## src/rtl/tsc_pkg.sv

```systemverilog
// tsc_pkg: shared lamp encoding, state enum and default durations for tsc_timed
package tsc_pkg;
  localparam logic [1:0] RED = 2'd0;
  localparam logic [1:0] YELLOW = 2'd1;
  localparam logic [1:0] GREEN = 2'd2;
  localparam int DEF_CNT_W = 8;
  localparam int DEF_Y2R = 3;
  localparam int DEF_R2G = 2;
  localparam int DEF_HWY_MIN_GREEN = 10;
  localparam int DEF_CNTRY_MAX_GREEN = 8;
  localparam int DEF_FLASH_HALF = 4;
  typedef enum logic [2:0] {
    S0 = 3'd0,
    S1 = 3'd1,
    S2 = 3'd2,
    S3 = 3'd3,
    S4 = 3'd4,
    S5 = 3'd5,
    S6 = 3'd6
  } state_t;
  // {hwy, cntry} for a state; ph selects the flash blink half
  function automatic logic [3:0] lamps(state_t s, logic ph);
    case (s)
      S0: return {GREEN, RED};
      S1: return {YELLOW, RED};
      S3: return {RED, GREEN};
      S4: return {RED, YELLOW};
      S6: return ph ? {YELLOW, YELLOW} : {RED, RED};
      default: return {RED, RED};
    endcase
  endfunction
endpackage

```

## src/rtl/tsc_sync2.sv

```systemverilog
// tsc_sync2: parametrised-width 2-flop synchroniser with async clear
module tsc_sync2 #(
  parameter int W = 1
) (
  input  logic         clk,
  input  logic         clear,
  input  logic [W-1:0] d,
  output logic [W-1:0] q
);
  logic [W-1:0] meta;
  always_ff @(posedge clk or posedge clear)
    if (clear) {q, meta} <= '0;
    else {q, meta} <= {meta, d};
endmodule

```

## src/rtl/tsc_timed.sv

```systemverilog
// tsc_timed: timer-driven highway/country traffic signal controller with maintenance flash
module tsc_timed
  import tsc_pkg::*;
#(
  parameter int CNT_W = DEF_CNT_W,
  parameter int Y2R = DEF_Y2R,
  parameter int R2G = DEF_R2G,
  parameter int HWY_MIN_GREEN = DEF_HWY_MIN_GREEN,
  parameter int CNTRY_MAX_GREEN = DEF_CNTRY_MAX_GREEN,
  parameter int FLASH_HALF = DEF_FLASH_HALF
) (
  input  logic       clk,
  input  logic       clear,
  input  logic       x,
  input  logic       flash,
  output logic [1:0] hwy,
  output logic [1:0] cntry,
  output logic [2:0] state_o
);
  localparam logic [CNT_W-1:0] T_Y = CNT_W'(Y2R - 1);
  localparam logic [CNT_W-1:0] T_R = CNT_W'(R2G - 1);
  localparam logic [CNT_W-1:0] T_HMG = CNT_W'(HWY_MIN_GREEN - 1);
  localparam logic [CNT_W-1:0] T_CMG = CNT_W'(CNTRY_MAX_GREEN - 1);
  localparam logic [CNT_W-1:0] T_FH = CNT_W'(FLASH_HALF - 1);
  logic x_s, flash_s, wrap, phase, phase_nxt;
  logic [CNT_W-1:0] timer, timer_nxt;
  state_t state, nxt;
  tsc_sync2 #(.W(2)) u_sync (
    .clk(clk),
    .clear(clear),
    .d({x, flash}),
    .q({x_s, flash_s})
  );
  always_comb begin
    case (state)
      S0: nxt = (x_s && timer >= T_HMG) ? S1 : S0;
      S1: nxt = timer == T_Y ? S2 : S1;
      S2: nxt = timer == T_R ? S3 : S2;
      S3: nxt = (!x_s || timer == T_CMG) ? S4 : S3;
      S4: nxt = timer == T_Y ? S5 : S4;
      S5: nxt = timer == T_R ? S0 : S5;
      S6: nxt = flash_s ? S6 : S5;
      default: nxt = S5;
    endcase
    if (flash_s && state != S6) nxt = S6;
    // staying in flash restarts the timer every half period
    wrap = state == S6 && nxt == S6 && timer == T_FH;
    timer_nxt = (nxt != state || wrap) ? '0 : (&timer ? timer : timer + 1'b1);
    phase_nxt = (nxt == S6 && state != S6) ? 1'b1 : (wrap ? ~phase : phase);
  end
  always_ff @(posedge clk or posedge clear)
    if (clear) begin
      state <= S0;
      timer <= '0;
      phase <= 1'b0;
      {hwy, cntry} <= {GREEN, RED};
    end else begin
      state <= nxt;
      timer <= timer_nxt;
      phase <= phase_nxt;
      {hwy, cntry} <= lamps(nxt, phase_nxt);
    end
  assign state_o = state;
endmodule

```

## config.mk

```make
export PLATFORM = sky130hd
export DESIGN_NAME = tsc_timed
export DESIGN_NICKNAME = d
export VERILOG_FILES = /design/src/rtl/tsc_pkg.sv /design/src/rtl/tsc_sync2.sv /design/src/rtl/tsc_timed.sv
export SDC_FILE = /design/constraint.sdc
export NUM_CORES = 1
export LEC_CHECK = 0
export ABC_AREA = 1
export CAP_MARGIN = 10
export CORE_MARGIN = 2
export CORE_UTILIZATION = 55
export DETAILED_ROUTE_END_ITERATION = 8
export GPL_ROUTABILITY_DRIVEN = 0
export PLACE_DENSITY = 0.77
export SYNTH_ARGS = -nofsm -noshare
export SYNTH_HDL_FRONTEND = slang
export SYNTH_HIERARCHICAL = 1
export SYNTH_SLANG_ARGS = --single-unit
```

## constraint.sdc

```tcl
create_clock -name clk -period 1.86 [get_ports clk]
set_input_delay 0.465 -clock clk [delete_from_list [all_inputs] [get_ports clk]]
set_output_delay 0.465 -clock clk [all_outputs]
set_load 0.005 [all_outputs]
```

# Word-level counts from Yosys, hierarchy flattened
# Index checks and enable logic that the tools add are counted.
# classes
reduce_logical,11
eq_ne,17
n_mux,15
bitwise_logic,1
addsub,1
magnitude_cmp,1
# op_table
operator,count
3-bit case mux with 7 select lines,1
4-bit case mux with 5 select lines,1
"8-bit by 2-bit equality test with 1-bit output, second input constant",2
8-bit 2-to-1 mux,2
"3-bit equality test, second input constant",5
3-bit 2-to-1 mux,4
"3-bit by 2-bit equality test with 1-bit output, second input constant",3
"8-bit by 1-bit adder with 8-bit output, second input constant",1
"8-bit by 1-bit equality test with 1-bit output, second input constant",1
"8-bit by 3-bit equality test with 1-bit output, second input constant",1
"8-bit by 4-bit >= comparator with 1-bit output, second input constant",1
8-bit AND reduction,1
"3-bit by 1-bit equality test with 1-bit output, second input constant",2
3-bit zero test,2
1-bit logical AND,5
1-bit 2-to-1 mux,5
2-bit 2-to-1 mux,2
3-bit != test,1
"3-bit != test, second input constant",1
1-bit logical OR,2
"2-bit != test, second input constant",1
1-bit zero test,1
1-bit inverter,1
# word_totals
out_inout_bits,7
reg_bits,20
in_bits,4
wordCells,53

# Longest topological paths before layout
# logic_depth
ltp_word,12
mapped_depth,15
mapped_depth_nobuf,15

# Cells and area by module
# Netlist, hierarchy kept.
# modules_own_cells
mod,n_inst,seq_area_each_um2,area_per_inst_um2,cells_each
tsc_timed,1,401.6,998.5,134
tsc_sync2,1,100.1,103.8,5

# Worst setup path after synthesis
# Ideal clock, no wire load.
# synth_timing
path_type,register -> register
startpoint,register timer[0]
endpoint,register timer[4]
setup_slack_ns,0.229
period_less_slack_ns,1.631
stages_incl_launch_ff,10
required_time_ns,1.740
arrival_ns,1.512
n_path_buf,0
path_cell_list,dfrtp_1 > ha_1 > nand2_1 > nor3b_2 > nand2_1 > nor2_2 > inv_1 > nand4_1 > xor2_1 > nor2_1
# synth_between
elab_chain_cells,10
elab_cells_between_ends,25
# synth_lines
element,line_no,source
from (decl),tsc_timed.sv:26,"logic [CNT_W-1:0] timer, timer_nxt;"
from (signal assigned),tsc_timed.sv:59,timer <= timer_nxt;
8-bit by 4-bit >= comparator with 1-bit output or 8-bit by 3-bit equality test with 1-bit output (tied branches),"tsc_timed.sv:36, tsc_timed.sv:39",
1-bit logical AND or 1-bit logical OR (tied branches),"tsc_timed.sv:36, tsc_timed.sv:39",
1-bit 2-to-1 mux or 3-bit 2-to-1 mux (tied branches),"tsc_timed.sv:36, tsc_timed.sv:39",
3-bit case mux with 7 select lines,tsc_timed.sv:35,case (state)
3-bit 2-to-1 mux,tsc_timed.sv:45,if (flash_s && state != S6) nxt = S6;
3-bit equality test,tsc_timed.sv:47,wrap = state == S6 && nxt == S6 && timer == T_FH;
1-bit logical AND (2 in series),tsc_timed.sv:47,
1-bit logical OR,tsc_timed.sv:48,timer_nxt = (nxt != state || wrap) ? '0 : (&timer ? timer : timer + 1'b1);
2-bit != test (no source line) or 8-bit 2-to-1 mux (tied branches),n/a,
# Several ways; a longest one is shown, not always the timed one. The select of a mux whose other input is x is not followed.
# A chain may end at the register's enable or synchronous reset.

# Worst setup path in the final report
# layout_timing
startpoint,register timer[1]
endpoint,register timer[7]
# The elaborated chain is that of the path after synthesis.

==> results.cfg <==
[run_status]
outcome = completed

[synthesis]
syn_area_sq_mm = 0.001102
syn_area_per_cell_sq_um = 7.930
synth_top_area_cell = dfrtp_1
ys_types = 25
synth_nets = 147
yosysSeqAreaShare = 0.4552
netlist_top_cells_area = dfrtp_1 (43%), nand2_1 (9.2%), nor2_1 (8.5%), nand3_1 (5.4%), inv_1 (5.4%)
syn_inst = 139
ys_ff_latch = 20
synth_edf_count = 0
synthFlopType = dfrtp_1
yosys_warnings = 6
synth_top_area_share = 0.4313
async_flop_share = 1.000

[die]
die_w_um = 48.77
core_area_sq_mm = 0.001922
dieHeight_um = 48.77
io_pins = 11
initial_utilization = 0.5736
dieArea_sq_mm = 0.002379
placementRows = 16

[layout]
final_util = 0.7188
layout_common_cells = nand2_1 (26), nor2_1 (21), dfrtp_1 (17)
seqCellArea_sq_um = 504.2
mostFrequentLayoutCell = nand2_1
multi_input_area_sq_um = 560.5
nFillCells = 161
n_antenna_cell = 0
final_net_count = 172
drive_above_1_share = 0.2331
syn_to_final_growth_pct = 25.31

[timing]
maxSlewHeadroom = 0.8138
timing.hold.ws_ps = 357.0
clock_skew_ps = 5.328
hold_viol = 0
tightest_slew_ps = 277.1
fmax_mhz = 541.0
rsz0062_at_grt = true
min_period_ps = 1849
min_period_over_period = 0.9938
setup_viol = 0
drv_slew = 0

[clocking]
cts.sinks = 20
cts_made_buffers = 3
htreeDepth = 1
clock_latency_ps = 300
clockBufferDepth = 2
path_clk_slew_ps = 110
cts_tree = built
holdBufCountCts = 0
root_buffer = clkbuf_4

[detailed_routing]
route.vias.total = 986
vias_per_cell = 5.189
post_drt_wl_per_cell_um = 12.52
drt_iter0_drc = 20
drc = 0
drt-total-wl_um = 2379
ant_nets = 0
first_pass_iters = 4

[setup_path]
path_class = flop to flop
path_cells = inv_1 -> ha_2 -> nand2_1 -> o21ai_2 -> nand2_1 -> nor2_1 -> nand2_1 -> nand2_2 -> nand2_2 -> nand2_2 -> nand3_4 -> nor2_1
reg2reg_slack_ps = 10
crit_path_end = timer[7]$_DFFE_PP0P_
crit_path_end_kind = flop
worstSetupStartpointType = flop
crit_start = timer[1]$_DFFE_PP0P_
max_stage_delay_ps = 430
cp_max_fo = 8
r2r_start = timer[1]$_DFFE_PP0P_
crit_required_ps = 2090
rr_worst_depth = 12
critPathArrivalTime_ps = 2080
r2r-end = timer[7]$_DFFE_PP0P_
cp_slowest_cell = dfrtp_1

[global_route]
grt_pass1_wl_um = 3974
grt_usage = 0.2148
grt_overflow = 0
grt_antenna_before_repair = 0
grt_pass1_vias = 938
grt_max_degree = 17

[place]
dp_hpwl_um = 1712
io_buffer_count = 10

[pwr]
power_density_mw_per_mm2 = 1162
ir_drop_mv = 0.8138
p_leak_nw = 0.6288

[hold_path]
min_path_type = primary input to asynchronous set/reset pin

[job]
max_cap_viol_count = 0
## metal layers
layer / global-route usage / wire length [um] / vias up / share of wire
met3: 0.03067 / 94 / 12 / 0.040
li1: - / - / 493 / -
met5: 0 / 0 / - / 0
met4: 0.09048 / 78 / 0 / 0.033
met2: 0.3813 / 1167 / 26 / 0.49
met1: 0.2602 / 1039 / 455 / 0.44
## sequential cells by signal, summed over array words and instances (netlist names)
| register | cells |
|---|---|
| timer | 8 |
| cntry | 2 |
| phase | 1 |
| u_sync/q | 2 |
| state_o | 3 |
| hwy | 2 |
| u_sync/meta | 2 |
## power breakdown
group	internal [mW]	switching (mW)	total, mW	leakage, nW
registers	0.513	0.0780	0.591	0.244
logic	0.324	0.445	0.770	0.364
clock network	0.119	0.125	0.245	0.0210
total	0.957	0.649	1.61	0.629
## through the flow
stage / instance area [sq um] / instances / setup TNS, ps / setup WS, ps / total power, mW
floorplan: 1102 / 139 / 0 / 228.8 / 1.021
global placement: 1259 / 179 / 0 / 67.71 / 1.227
detailed placement: 1259 / 179 / -3.024 / -3.024 / 1.260
CTS: 1313 / 185 / 0 / 8.244 / 1.524
global route: 1381 / 190 / -885.5 / -113.4 / 1.720
finish: 1381 / 190 / 0 / 11.45 / 1.605
## area by class of cell
cell class              count  area share
clock buffers               4     0.02627
inverters                  17     0.04620
multi-input cells         101      0.4058
flip-flops and latches     20      0.3650
well taps                  27     0.02446
repair buffers             21      0.1322
## how the worst min path moves through the flow
stage | startpoint | end | cells after the start
floorplan | clear | u_sync/meta[0]$_DFF_PP0_ | 1
global placement | u_sync/meta[1]$_DFF_PP0_ | u_sync/q[1]$_DFF_PP0_ | 0
detailed placement | u_sync/meta[1]$_DFF_PP0_ | u_sync/q[1]$_DFF_PP0_ | 0
CTS | clear | u_sync/meta[0]$_DFF_PP0_ | 2
global route | u_sync/meta[1]$_DFF_PP0_ | u_sync/q[1]$_DFF_PP0_ | 0
finish | clear | u_sync/meta[0]$_DFF_PP0_ | 2
## cell families after synthesis
family          synth area share
compound gates           0.07833
simple gates              0.3405
xor+xnor                 0.01589
buf+inv                  0.06470
fa+ha+maj                0.04540
flops                     0.4552
## synthesized netlist by cell type, types with 2 or more instances
cell type   n
nor3_1      4
ha_1        4
a21oi_1     2
nand3_1    12
nand2_1    27
nor2_1     25
nand2_2     3
xor2_1      2
nor2_2      2
dfrtp_1    19
inv_1      16
o21ai_0     8
nand4_1     3
## worst max-delay path, delay by kind of cell (launching register included)
family / cells / cell delay, ps
AO/OA/AOI/OAI: 1 / 190
adder cells (fa/ha/maj): 1 / 190
buffers and inverters: 1 / 120
AND/OR/NAND/NOR: 9 / 850
flip-flops: 1 / 430
## repair_timing
item                                    4_1_cts  5_1_grt
resized for setup                             1       13
endpoints found under the setup margin        6       12
buffers inserted                              2        5
Note: power is estimated with default switching activity, not from simulation.
==> RTL edit 1: new RTL, same flow settings <==
Set the package constant `DEF_CNTRY_MAX_GREEN` to 4 (it was 8).
--- a/src/rtl/tsc_pkg.sv
+++ b/src/rtl/tsc_pkg.sv
@@ -7,7 +7,7 @@
   localparam int DEF_Y2R = 3;
   localparam int DEF_R2G = 2;
   localparam int DEF_HWY_MIN_GREEN = 10;
-  localparam int DEF_CNTRY_MAX_GREEN = 8;
+  localparam int DEF_CNTRY_MAX_GREEN = 4;
   localparam int DEF_FLASH_HALF = 4;
   typedef enum logic [2:0] {
     S0 = 3'd0,
Check against the original RTL: same outputs for any inputs over 10 cycles, from zero or initial values; that may be too few to reach the edited logic, so the function may still have changed.
==> RTL edit 1 against the original RTL <==
  * The flow now finishes with violations (setup timing)
  * Routed wire length increased by 13%
  * Worst setup slack got worse by 0.014 ns
  * Total power increased by 29%
  * Synthesized area increased by 11%
  * Sequential cell count unchanged
  * Global-route usage decreased by 0.16 points
  * Synthesized cell count increased by 0.72%
  * Cell area increased by 20%
  * Clock power increased by 40%
  * Clock skew increased by 0.0032 ns
  * First-iteration DRC count decreased by 45%
  * Sequential share of layout area decreased by 5.4 points
  * Via count increased by 2.1%
==> RTL edit 1: results (changes against the original RTL) <==
metric	value	unit	change
clkTransAtPathRegs	0.11	ns	about the same
placed_area	1350	um2	was 1260 um2
dr.pass1.iters	4		unchanged
post-dp-hpwl	1840	um	was 1710 um
synth_fp_nets	148		was 147
maxCapViolCount	0		unchanged
holdWs	0.354	ns	was 0.357 ns
maxSlewViolCount	0		unchanged
regMostFlops	timer		unchanged
final_nets	172		unchanged
drive_gt1_frac	0.472		was 0.233
grt_usage	0.213		was 0.215
antenna_found_initial	0		unchanged
fillers	140		was 161
htreeDepth	1		unchanged
finalSetupViolCount	1		was 0
finClkSkew	0.00851	ns	was 0.00533 ns
antenna_cells	0		unchanged
largest_reg_flops	8		unchanged
outcome	finished with violations		was complete, no violations
worst_slack	-0.00214	ns	was 0.0114 ns
wire_per_inst	14.1	um	was 12.5 um
grt_pass1_wl	4100	um	was 3970 um
p_leak	0.686	nW	was 0.629 nW
clkLatencyLatePin	0.30	ns	about the same
cts_max_path_buffers	2		unchanged
violations	setup timing		
ys.warnings.count	6		unchanged
synthDistinctLibCells	27		was 25
cts_root_buf	clkbuf_4		unchanged
hold_path.class	primary input to async pin		unchanged
arrival	2.07	ns	
grt_pass1_vias	926		was 938
ys_async_sr_fraction	1.00		unchanged
synth.top_cells.by_count	20 x inv_1, 19 x dfrtp_1, 16 x nand2_1		was 27 x nand2_1, 25 x nor2_1, 19 x dfrtp_1
ys_top_cells_by_area	dfrtp_1 39%, nor3_2 7.4%, inv_1 6.1%, nand3_1 5.3%, nand2_1 4.9%		was dfrtp_1 43%, nand2_1 9.2%, nor2_1 8.5%, nand3_1 5.4%, inv_1 5.4%
numCtsBuffers	3		unchanged
drt_iter0_drc	11		was 20
maxSlewHeadroom	0.599		was 0.814
setup-tns-final	-0.00214	ns	was 0 ns
max-vdd-ir-drop	1.05	mV	was 0.814 mV
vias_per_cell	5.27		was 5.19
crit_fanout	8		unchanged
grt_max_degree	17		unchanged
ys_seq_area_frac	0.410		was 0.455
port_buffers	10		unchanged
## RTL edit 1: final cells by class
cell class                 instances  area [um2]  area share
clock inverter                     1        30.0      0.0182
multi-input combinational         96         787       0.477
sequential                        20         513       0.311
clock buffer                       3        22.5      0.0136
timing repair buffer              20         175       0.106
tap                               28        35.0      0.0212
inverter                          23        88.8      0.0538
## RTL edit 1: critical path, cell delays in order, from the launching register on
cell and delay (ns):
dfrtp_2 0.48, inv_4 0.10, ha_2 0.17, a21oi_2 0.05, nor2_1 0.14, nor2_1 0.07, nor2_2 0.13, nand3_4 0.12
nand3_4 0.10, nand3_4 0.17, nor3_2 0.23
## RTL edit 1: timing repair
item / 4_1_cts / 5_1_grt
buffers inserted: 0 / 10
gates resized for setup: 11 / 36
setup endpoints to repair: 4 / 10
pin swaps: 5 / 21
## RTL edit 1: metrics by stage
| step | total power [mW] | instances | worst slack [ns] | util |
|---|---|---|---|---|
| 2_1_floorplan | 1.21 | 140 | 0.281 | - |
| 5_1_grt | 2.21 | 191 | -0.0981 | 0.769 |
| 3_3_place_gp | 1.42 | 177 | 0.0732 | 0.629 |
| 3_5_place_dp | 1.44 | 177 | 0.0237 | 0.629 |
| 6_report | 2.08 | 191 | -0.00214 | 0.769 |
| 4_1_cts | 1.83 | 181 | -0.00857 | 0.667 |
## RTL edit 1: cells by family after synthesis
family / count (synthesis) / synth area share
simple gates: 75 / 0.374
fa+ha+maj: 4 / 0.0409
flops: 20 / 0.410
buf+inv: 24 / 0.0767
xor+xnor: 3 / 0.0215
compound gates: 14 / 0.0767
## RTL edit 1: per-layer routing
| layer | vias to the layer above | GRT usage | part of all wire |
|---|---|---|---|
| li1 | 503 | - | - |
| met4 | 0 | 0.0676 | 0.0085 |
| met2 | 16 | 0.379 | 0.54 |
| met5 | - | 0 | 0 |
| met3 | 4 | 0.0263 | 0.022 |
| met1 | 484 | 0.268 | 0.43 |
## RTL edit 1: worst paths after layout
kind,startpoint,end,slack [ns],cells past startpoint
worst max-delay path,timer[0],timer[5],-0.002,10
worst min-delay path,clear,u_sync/q[0],0.35,2
min in group clk,u_sync/meta[1],u_sync/q[1],0.37,0
worst max register to register,timer[0],timer[5],-0.002,10
max in group asynchronous,clear,timer[1],0.88,2
worst min register to register,u_sync/meta[1],u_sync/q[1],0.37,0
## RTL edit 1: report_power, final
group | switching, mW | internal, mW | total (mW) | leakage, nW
combinational | 0.663 | 0.442 | 1.11 | 0.424
sequential | 0.111 | 0.518 | 0.629 | 0.234
clock | 0.126 | 0.218 | 0.344 | 0.0279
total | 0.900 | 1.18 | 2.08 | 0.686
